--- config.mk ---
export PLATFORM = sky130hd
export DESIGN_NAME = pipelined_cla_adder
export DESIGN_NICKNAME = d
export VERILOG_FILES = /design/src/rtl/pipelined_cla_adder.sv
export SDC_FILE = /design/constraint.sdc
export NUM_CORES = 1
export LEC_CHECK = 0
export BUFFER_PORTS_ARGS = -buffer_cell sky130_fd_sc_hd__buf_4
export CORE_AREA = 10 10 107 156
export DETAILED_ROUTE_END_ITERATION = 8
export DIE_AREA = 0 0 117 166
export PLACE_DENSITY = 0.82
export SLEW_MARGIN = 40
export SYNTH_ARGS = -nofsm -noshare
export SYNTH_HDL_FRONTEND = slang
export SYNTH_SLANG_ARGS = --single-unit
--- constraint.sdc ---
create_clock -name clk -period 4.6 [get_ports clk]
set_clock_uncertainty 0.15 [all_clocks]
set_input_delay 0.69 -clock clk [delete_from_list [all_inputs] [get_ports clk]]
set_output_delay 0.69 -clock clk [all_outputs]
set_load 0.05 [all_outputs]
--- src/rtl/pipelined_cla_adder.sv ---
// Pipelined adder/subtractor built from 4-bit carry-lookahead groups.
// Each pipeline stage resolves WIDTH/(4*STAGES) groups, and the group carry
// ripples from one group to the next. Each stage register holds the partial
// sum, the inter-group carry, the operands that are still needed, and a valid
// bit. All stages advance together whenever the output is free or being taken.
module pipelined_cla_adder #(
  parameter int WIDTH  = 32,
  parameter int STAGES = 4
) (
  input  logic             clk,
  input  logic             rst_n,
  input  logic             in_valid,
  output logic             in_ready,
  input  logic [WIDTH-1:0] a,
  input  logic [WIDTH-1:0] b,
  input  logic             cin,
  input  logic             sub,
  output logic             out_valid,
  input  logic             out_ready,
  output logic [WIDTH-1:0] sum,
  output logic             cout,
  output logic             ovf,
  output logic             zero
);

  localparam int GPS  = WIDTH / (4 * STAGES);
  localparam int LAST = STAGES - 1;

  logic [WIDTH-1:0] a_q   [STAGES];
  logic [WIDTH-1:0] a_d   [STAGES];
  logic [WIDTH-1:0] b_q   [STAGES];
  logic [WIDTH-1:0] b_d   [STAGES];
  logic [WIDTH-1:0] sum_q [STAGES];
  logic [WIDTH-1:0] sum_d [STAGES];
  logic             c_q   [STAGES];
  logic             c_d   [STAGES];
  logic             cm_q  [STAGES];
  logic             cm_d  [STAGES];
  logic             v_q   [STAGES];
  logic             v_d   [STAGES];

  logic [WIDTH-1:0] src_a   [STAGES];
  logic [WIDTH-1:0] src_b   [STAGES];
  logic [WIDTH-1:0] src_sum [STAGES];
  logic             src_c   [STAGES];
  logic             src_v   [STAGES];

  logic adv;

  // 4-bit lookahead group: returns {carry out, carry into bit 3, sum[3:0]}.
  function automatic logic [5:0] cla4(input logic [3:0] x, input logic [3:0] y,
                                      input logic c0);
    logic [3:0] g;
    logic [3:0] p;
    logic       c1, c2, c3, c4;
    g  = x & y;
    p  = x ^ y;
    c1 = g[0] | (p[0] & c0);
    c2 = g[1] | (p[1] & g[0]) | (p[1] & p[0] & c0);
    c3 = g[2] | (p[2] & g[1]) | (p[2] & p[1] & g[0]) | (p[2] & p[1] & p[0] & c0);
    c4 = g[3] | (p[3] & g[2]) | (p[3] & p[2] & g[1]) | (p[3] & p[2] & p[1] & g[0])
       | (p[3] & p[2] & p[1] & p[0] & c0);
    return {c4, c3, p ^ {c3, c2, c1, c0}};
  endfunction

  // Global advance: the whole pipe moves whenever the output slot is free or being taken.
  always_comb begin
    adv      = out_ready | ~v_q[LAST];
    in_ready = adv;
  end

  // Stage inputs: stage 0 sees the ports (with the subtract operands applied), later stages see the previous register.
  always_comb begin
    src_a[0]   = a;
    src_b[0]   = sub ? ~b : b;
    src_c[0]   = sub | cin;
    src_sum[0] = '0;
    src_v[0]   = in_valid;
    for (int s = 1; s < STAGES; s++) begin
      src_a[s]   = a_q[s-1];
      src_b[s]   = b_q[s-1];
      src_c[s]   = c_q[s-1];
      src_sum[s] = sum_q[s-1];
      src_v[s]   = v_q[s-1];
    end
  end

  // Per-stage group evaluation; every stage either shifts forward or holds.
  always_comb begin : stage_next
    logic [WIDTH-1:0] ss;
    logic             sc;
    logic             scm;
    logic [5:0]       r;
    int               gi;
    for (int s = 0; s < STAGES; s++) begin
      ss  = src_sum[s];
      sc  = src_c[s];
      scm = 1'b0;
      r   = '0;
      for (int k = 0; k < GPS; k++) begin
        gi               = s * GPS + k;
        r                = cla4(src_a[s][gi*4 +: 4], src_b[s][gi*4 +: 4], sc);
        ss[gi*4 +: 4]    = r[3:0];
        scm              = r[4];
        sc               = r[5];
      end
      a_d[s]   = adv ? src_a[s] : a_q[s];
      b_d[s]   = adv ? src_b[s] : b_q[s];
      sum_d[s] = adv ? ss       : sum_q[s];
      c_d[s]   = adv ? sc       : c_q[s];
      cm_d[s]  = adv ? scm      : cm_q[s];
      v_d[s]   = adv ? src_v[s] : v_q[s];
    end
  end

  // Stage registers; reset clears valid bits and result fields at once.
  always_ff @(posedge clk or negedge rst_n) begin
    if (!rst_n) begin
      for (int s = 0; s < STAGES; s++) begin
        a_q[s]   <= '0;
        b_q[s]   <= '0;
        sum_q[s] <= '0;
        c_q[s]   <= 1'b0;
        cm_q[s]  <= 1'b0;
        v_q[s]   <= 1'b0;
      end
    end else begin
      for (int s = 0; s < STAGES; s++) begin
        a_q[s]   <= a_d[s];
        b_q[s]   <= b_d[s];
        sum_q[s] <= sum_d[s];
        c_q[s]   <= c_d[s];
        cm_q[s]  <= cm_d[s];
        v_q[s]   <= v_d[s];
      end
    end
  end

  // Result flags come straight from the final stage register.
  always_comb begin
    out_valid = v_q[LAST];
    sum       = sum_q[LAST];
    cout      = c_q[LAST];
    ovf       = cm_q[LAST] ^ c_q[LAST];
    zero      = v_q[LAST] & ~(|sum_q[LAST]);
  end

endmodule

==> qor_table.md, run 1 <==
| Metric | This run | Unit |
|:---|:---|:---|
| Result of the run | finished, final reports clean | - |
| Largest net degree at the start of global routing | 198 | - |
| Finish-stage setup viols | 0 | - |
| Post-Syn Nets | 1023 | - |
| Area of all sequential standard cells | 0.00463 | mm2 |
| Number of warnings printed during yosys synthesis | 0 | - |
| Register bit total from synthesis | 185 | - |
| Number of detailed-routing iterations run before antenna repair | 4 | - |
| Start-to-end type of the worst setup path | input port to flop | - |
| Hold-fix buffer count after cts | 0 | - |
| Slew at the pin closest to its max-slew limit | 0.821 | ns |
| Required time of the worst setup path | 4.80 | ns |
| RSZ-0062 raised after global routing | no | - |
| Setup TNS | 0 | ns |
| Area of the core | 0.0139 | mm2 |
| Leakage power total | 0.00505 | uW |
| I/O Buffers | 106 | - |
| # fillers | 1049 | - |
| Clock tree from TritonCTS | yes | - |
| Initial antenna violation count | 0 | - |
| Count of final hold-check violations | 0 | - |
| Final Cycle Share | 60.6 | % |
| Total power divided by cell area | 747 | mW/mm2 |
| Final Non-Filler Cells | 1177 | - |
| Initial core utilization | 60.4 | % |
| Number of DRC markers in iteration 0 | 344 | - |
| Gr usage total | 18.1 | % |
| Number of distinct standard cells referenced by the synthesized netlist | 37 | - |
| Post-Syn Area | 0.00841 | mm2 |
| Deepest clock path buffer count | 2 | - |
| Minimum setup slack among reg-to-reg paths | 2.24 | ns |
| Post-CTS setup buffer count | 0 | - |
| Number of cells in the design after placement | 1145 | - |
| Detailed Route WL | 17000 | um |
| DIE WIDTH | 117 | um |
| Number of remaining DRC errors | 0 | - |
| DPL Wire Length | 11700 | um |
| Class of the tightest hold or removal check | input port to async pin | - |
| Clock root buffer | sky130_fd_sc_hd__clkbuf_16 | - |
| Die span in y | 166 | um |
| Ant diodes | 0 | - |
| Overall Power | 7400 | uW |
| Maximum vdd ir drop | 0.558 | mV |
| Die footprint | 0.0194 | mm2 |
| Headroom to the max-slew limit | 45.3 | % |
| Placement row count | 53 | - |
| Maximum cell stage delay along the critical path | 0.43 | ns |
| ANT nets after route | 0 | - |
| Critical path, cell by cell | buf_4 -> xor2_1 -> ha_1 -> o211ai_2 -> a21boi_1 -> nor2_1 -> inv_1 -> a21oi_1 -> fa_1 -> xor2_1 -> a21oi_1 | - |
| Routed vias | 6209 | - |
| Instance count of the mapped netlist | 913 | - |
| Arrival time of data at the critical path endpoint | 2.99 | ns |
| Routed len/inst | 14.4 | um |
| Maximum clock rate | 0.358 | GHz |
| Num Clock Sinks | 185 | - |
| Number of global-route vias before repair | 6235 | - |
| Final critical delay including setup and external delays | 2.79 | ns |
| Number of buffers inserted during clock tree synthesis | 17 | - |
| Fraction of layout instances using a drive strength above 1 | 15.2 | % |
| Cts repair resizes | 0 | - |
| Max_cap viols | 0 | - |
| Sequential share of the synthesized area | 55.0 | % |
| Slowest-stage cell, CP | sky130_fd_sc_hd__buf_4 | - |
| Mean number of vias per cell | 5.28 | - |
| Global placement routability congestion | 0.842 | - |
| Core utilization of the finished layout | 71.1 | % |
| Cell family with most CP delay | adder cells | - |
| Count of pins on the block boundary | 107 | - |
| Total global routing overflow | 0 | - |
| Post-synthesis to final-layout area growth | 17.7 | % |
| Maximum fanout count along the critical path | 34 | - |
| Endpoint type of the worst setup path | flop | - |
| Post-synthesis average cell area | 9.21 | um2 |
| Number of nets in the layout | 1109 | - |
| Number of buffers and inverters on the critical path | 2 | - |
| Startpoint kind of the worst setup timing path | input port | - |
| Slew Limit Fails | 0 | - |
| H-Tree Depth | 4 | - |
| Later-pin clock latency in the skew report | 0.43 | ns |
| Clock edge transition at the registers on the reported setup and hold paths | 0.07 | ns |
| Area of the multi-input gates | 0.00352 | mm2 |
| First-pass GRT wire length | 28500 | um |
-- area by class of cell --
type	count	area share (%)
Clock buffer	18	4.43
Timing Repair Buffer	111	8.74
Clock inverter	14	1.79
Inverter	18	0.707
Multi-Input combinational cell	666	35.5
Sequential cell	185	46.7
Tap cell	165	2.08
-- synthesized netlist by cell type --
| library cell | number | area [um2] |
|---|---|---|
| sky130_fd_sc_hd__a211oi_2 | 3 | 37.5 |
| sky130_fd_sc_hd__nor2_1 | 29 | 109 |
| sky130_fd_sc_hd__fa_1 | 8 | 160 |
| sky130_fd_sc_hd__o21ai_2 | 1 | 8.76 |
| sky130_fd_sc_hd__a21boi_1 | 3 | 22.5 |
| sky130_fd_sc_hd__nand2_1 | 410 | 1540 |
| sky130_fd_sc_hd__a21o_1 | 3 | 22.5 |
| sky130_fd_sc_hd__o211ai_2 | 1 | 12.5 |
| sky130_fd_sc_hd__nor4_4 | 1 | 21.3 |
| sky130_fd_sc_hd__a21oi_1 | 21 | 105 |
| sky130_fd_sc_hd__nand4_1 | 3 | 18.8 |
| sky130_fd_sc_hd__o21bai_1 | 3 | 22.5 |
| sky130_fd_sc_hd__nand2b_1 | 4 | 25.0 |
| sky130_fd_sc_hd__clkbuf_1 | 10 | 37.5 |
| sky130_fd_sc_hd__xnor2_1 | 31 | 272 |
| sky130_fd_sc_hd__or3_1 | 2 | 12.5 |
| sky130_fd_sc_hd__o21ai_1 | 32 | 160 |
| sky130_fd_sc_hd__buf_2 | 34 | 170 |
| sky130_fd_sc_hd__a31oi_4 | 1 | 21.3 |
| sky130_fd_sc_hd__o31ai_1 | 4 | 30.0 |
| sky130_fd_sc_hd__and4_1 | 2 | 17.5 |
| sky130_fd_sc_hd__inv_1 | 17 | 63.8 |
| sky130_fd_sc_hd__nand3_1 | 3 | 15.0 |
| sky130_fd_sc_hd__o21ai_0 | 23 | 115 |
| sky130_fd_sc_hd__a31oi_1 | 2 | 12.5 |
| sky130_fd_sc_hd__nor4_1 | 8 | 50.1 |
| sky130_fd_sc_hd__mux2i_1 | 2 | 20.0 |
| sky130_fd_sc_hd__o21a_1 | 1 | 7.51 |
| sky130_fd_sc_hd__dfrtp_1 | 185 | 4630 |
| sky130_fd_sc_hd__nor3_1 | 4 | 20.0 |
| sky130_fd_sc_hd__ha_1 | 32 | 400 |
| sky130_fd_sc_hd__nor2b_1 | 2 | 12.5 |
| sky130_fd_sc_hd__xor2_1 | 21 | 184 |
| sky130_fd_sc_hd__inv_2 | 1 | 3.75 |
| sky130_fd_sc_hd__nor4b_1 | 1 | 8.76 |
| sky130_fd_sc_hd__a211oi_1 | 3 | 22.5 |
| sky130_fd_sc_hd__mux2_2 | 2 | 22.5 |
-- placed cells by master, fill, tap and decap left out, drive strengths merged, types with 4 or more instances in the layout --
master	Yosys	layout
fa	8	8
a211oi	6	6
nor3	4	4
o31ai	4	4
xor2	21	21
nand2b	4	4
ha	32	32
clkbuf	10	18
inv	18	25
dfrtp	185	185
nor2	29	29
buf	34	111
nand2	410	410
nor4	9	9
xnor2	31	31
a21oi	21	21
o21ai	56	56
-- sequential cells by signal (all words and copies together), names as in the netlist --
register,count
a_q,48
b_q,48
src_sum,48
sum,32
c_q,3
src_v,3
cm_q,1
cout,1
out_valid,1
-- report_power, final --
| group | total, uW | internal (uW) | leakage [uW] | switching (uW) |
|---|---|---|---|---|
| combinational | 3080 | 1120 | 0.00253 | 1960 |
| clock | 1490 | 839 | 0.000297 | 651 |
| sequential | 2830 | 2360 | 0.00222 | 468 |
-- per-stage QoR --
step / hold WS [ns] / setup WS, ns / cell area (um2)
finish: 0.139 / 1.81 / 9900
global route: 0.190 / 1.56 / 9900
CTS: 0.174 / 1.70 / 9900
detailed placement: 0.298 / 1.36 / 9290
global placement: 0.290 / 1.47 / 9280
floorplan: 0.244 / 1.63 / 8410
-- cells by family (layout without fill, tap and decap cells) --
family | after synthesis | in the layout | synth area share, %
flops | 185 | 185 | 55.0
fa+ha+maj | 40 | 40 | 6.66
simple gates | 469 | 469 | 22.0
buf+inv | 62 | 161 | 3.27
compound gates | 101 | 101 | 7.14
mux | 4 | 4 | 0.506
xor+xnor | 52 | 52 | 5.41
-- metal layers --
| layer | GRT usage, % | vias to the layer above | share of wire (%) |
|---|---|---|---|
| met2 | 30.2 | 134 | 52 |
| met1 | 22.0 | 2955 | 42 |
| li1 | - | 3094 | - |
| met5 | 0 | - | 0 |
| met3 | 4.70 | 26 | 4.2 |
| met4 | 6.15 | 0 | 2.0 |
-- final timing paths --
kind	from	endpoint	cells past startpoint
worst min-delay path	rst_n	sum[5]$_DFFE_PN0P_	1
worst min register to register	src_v[0]$_DFFE_PN0P_	src_v[0]$_DFFE_PN0P_	2
max in group asynchronous	rst_n	a_q[82]$_DFFE_PN0P_	2
worst max register to register	a_q[56]$_DFFE_PN0P_	sum[29]$_DFFE_PN0P_	8
worst max-delay path	sub	src_sum[69]$_DFFE_PN0P_	11
min in group clk	a[13]	a_q[109]$_DFFE_PN0P_	3
Power figures use the tool's default switching activity.
==> inputs of run 2 (changes only) <==
- CORE_AREA: 10 10 107 156 -> 10 10 110 161
- DIE_AREA: 0 0 117 166 -> 0 0 120 171
- PLACE_DENSITY: 0.82 -> 0.78
- clock period: 4.6 -> 2.89 ns (I/O delays scaled with it)
==> run 2 against run 1 <==
Effect of this change: via count decreased by 1.1%; register-to-register slack got worse by 1.6 ns; sequential cell count unchanged; final cell count increased by 3.5%; critical path type is now flop to output pin; highest routed layer unchanged; clock-buffer cell count decreased by 1; non-clock buffer count increased by 6; wire length about the same; clock power increased by 50%.
==> qor_table.md, run 2 (synthesis gave the netlist of run 1 again) <==
| Metric | This run | Unit | Delta |
|:---|:---|:---|:---|
| H-Tree Depth | 4 | - | unchanged |
| Number of global-route vias before repair | 6152 | - | -1.3% |
| Number of buffers inserted during clock tree synthesis | 17 | - | unchanged |
| Minimum setup slack among reg-to-reg paths | 0.62 | ns | -1.62 ns |
| Result of the run | finished, final reports clean | - |  |
| Commonest cells after routing, fill and taps aside | sky130_fd_sc_hd__nand2_1, sky130_fd_sc_hd__dfrtp_1, sky130_fd_sc_hd__buf_4 | - |  |
| Deepest clock path buffer count | 2 | - | unchanged |
| Headroom to the max-slew limit | 55.0 | % | +9.7 points |
| Maximum clock rate | 0.397 | GHz |  |
| Count of final hold-check violations | 0 | - | unchanged |
| # fillers | 1204 | - | +15% |
| Routed len/inst | 13.9 | um | -3.4% |
| Num Clock Sinks | 185 | - | unchanged |
| RSZ-0062 raised after global routing | no | - |  |
| Die footprint | 0.0205 | mm2 | +5.7% |
| Final Non-Filler Cells | 1218 | - | +3.5% |
| Final Cycle Share | 87.1 | % |  |
| DPL Wire Length | 11800 | um | +0.99% |
| I/O Buffers | 106 | - | unchanged |
| Initial antenna violation count | 1 | - | +1 |
| Hold path cells | 3 | - |  |
| Total power divided by cell area | 1160 | mW/mm2 | +56% |
| Number of nets in the layout | 1115 | - | +0.54% |
| Finished Cell Area | 0.0100 | mm2 | +1.0% |
| Path depth of the worst reg2reg path | 8 | - | unchanged |
| Die span in y | 171 | um | +3.0% |
| Min-delay src | a[24] | - |  |
| Gr usage total | 17.2 | % | -0.91 points |
| Later-pin clock latency in the skew report | 0.42 | ns | about the same |
| Maximum vdd ir drop | 0.613 | mV | +9.8% |
| First-pass GRT wire length | 29200 | um | +2.4% |
| Largest net degree at the start of global routing | 129 | - | -35% |
| Total global routing overflow | 0 | - | unchanged |
| Critical path origin | sum[0]$_DFFE_PN0P_ | - |  |
| Max_cap viols | 0 | - | unchanged |
| Slew at the pin closest to its max-slew limit | 0.675 | ns | -0.146 ns |
| Maximum fanout count along the critical path | 3 | - | -91% |
| Count of pins on the block boundary | 107 | - | unchanged |
| DIE WIDTH | 120 | um | +2.6% |
| Slowest-stage cell, CP | sky130_fd_sc_hd__nor4_1 | - |  |
| Mean number of vias per cell | 5.04 | - | -4.4% |
| Clock tree from TritonCTS | yes | - |  |
| Clock edge transition at the registers on the reported setup and hold paths | 0.08 | ns | about the same |
| Cell family with most CP delay | simple AND/OR/NAND/NOR gates | - |  |
| Number of buffers and inverters on the critical path | 1 | - | -1 |
| Slew Limit Fails | 0 | - | unchanged |
| Core utilization of the finished layout | 67.0 | % | -4.1 points |
| Routed vias | 6141 | - | -1.1% |
| Finish-stage setup viols | 0 | - | unchanged |
| Post-CTS setup buffer count | 0 | - | unchanged |
| Number of remaining DRC errors | 0 | - | unchanged |
| Critical path, cell by cell | nor4_1 -> nand4_1 -> nor3_1 -> buf_4 | - |  |
| Fraction of layout instances using a drive strength above 1 | 15.6 | % | +0.40 points |
| Start of the worst register-to-register path | a_q[105]$_DFFE_PN0P_ | - |  |
| Clock root buffer | sky130_fd_sc_hd__clkbuf_16 | - |  |
| Detailed Route WL | 17000 | um | about the same |
| Initial core utilization | 56.3 | % | -4.1 points |
| Number of DRC markers in iteration 0 | 303 | - | -12% |
| Arrival time of data at the critical path endpoint | 1.93 | ns | -1.06 ns |
| Global placement routability congestion | 0.833 | - | -1.2% |
| End point of the worst hold path | a_q[120]$_DFFE_PN0P_ | - |  |
| Endpoint type of the worst setup path | output pin | - |  |
| Start-to-end type of the worst setup path | flop to output pin | - |  |
| Maximum cell stage delay along the critical path | 0.52 | ns | +0.09 ns |
| R2r endpoint | src_sum[45]$_DFFE_PN0P_ | - |  |
| Post-synthesis to final-layout area growth | 19.0 | % |  |
| Area of the core | 0.0149 | mm2 | +7.2% |
| Startpoint kind of the worst setup timing path | flop | - |  |
| Number of detailed-routing iterations run before antenna repair | 5 | - | +1 |
| Final critical delay including setup and external delays | 2.52 | ns |  |
| Number of cells in the design after placement | 1184 | - | +3.4% |
| Most common cell after layout, fill and taps aside | sky130_fd_sc_hd__nand2_1 | - |  |
| Placement row count | 55 | - | +3.8% |
| ANT nets after route | 0 | - | unchanged |
| Class of the tightest hold or removal check | input port to flop | - |  |
| Setup TNS | 0 | ns | unchanged |
| Placed cell areas | 0.00941 | mm2 | +1.4% |
| Required time of the worst setup path | 2.31 | ns | -2.49 ns |
| Leakage power total | 0.00509 | uW | +0.80% |
[run 2: changes by cell type in the layout (fill, tap and decap cells not counted), moves of 2 or more]
cell                         before  now
sky130_fd_sc_hd__buf_12           2    6
sky130_fd_sc_hd__bufinv_16        2    0
sky130_fd_sc_hd__clkinv_2         0    2
sky130_fd_sc_hd__clkinv_8         1    3
sky130_fd_sc_hd__clkinvlp_4       2    0
[run 2: how the worst max path moves through the flow]
| stage | slack (ns) | cells after the start | to |
|---|---|---|---|
| after global placement | 0.28 | 11 | src_sum[69]$_DFFE_PN0P_ |
| after global routing | 0.22 | 4 | zero |
| after CTS | 0.28 | 4 | zero |
| after detailed placement | 0.19 | 10 | src_sum[68]$_DFFE_PN0P_ |
| after floorplan | 0.17 | 11 | src_sum[68]$_DFFE_PN0P_ |
| final | 0.37 | 4 | zero |
[run 2: final cells by class]
type / count / area, um2 / area share [%]
Clock inverter: 15 / 156 / 1.56
Antenna cell: 1 / 2.50 / 0.0250
Sequential cell: 185 / 4630 / 46.3
Multi-Input combinational cell: 666 / 3520 / 35.1
Timing Repair Buffer: 117 / 960 / 9.59
Tap cell: 199 / 249 / 2.49
Clock buffer: 17 / 425 / 4.25
Inverter: 18 / 70.1 / 0.700
[run 2: repair_timing]
item,CTS,global route
hold endpoints to repair,63,0
hold buffers,1,0
resized for setup,0,0
[run 2: tightest hold or removal path, cell delays in order]
cell and delay (ns):
sky130_fd_sc_hd__buf_4 0.08, sky130_fd_sc_hd__nand2_1 0.04, sky130_fd_sc_hd__nand2_1 0.05
[run 2: stage by stage]
step / power [uW] / hold WS [ns] / worst slack [ns]
2_1_floorplan: 8020 / -0.0121 / 0.175
3_3_place_gp: 9250 / 0.294 / 0.277
3_5_place_dp: 9440 / 0.297 / 0.189
4_1_cts: 11700 / 0.0392 / 0.278
5_1_grt: 12600 / 0.0465 / 0.219
6_report: 11600 / 0.0495 / 0.372
[run 2: report_power, final]
group	internal, uW	total (uW)	switching, uW	leakage, uW
combinational	1830	4890	3060	0.00258
sequential	3760	4500	746	0.00222
clock	1160	2240	1080	0.000289
total	6740	11600	4890	0.00509
[run 2: per-layer routing]
layer	share of wire, %	track usage (%)	vias to the layer above	routed length (um)
met5	0	0	-	0
met4	2.3	6.89	0	388
met3	4.9	3.83	27	827
met2	49	27.9	120	8330
met1	44	21.8	2876	7430
li1	-	-	3118	-
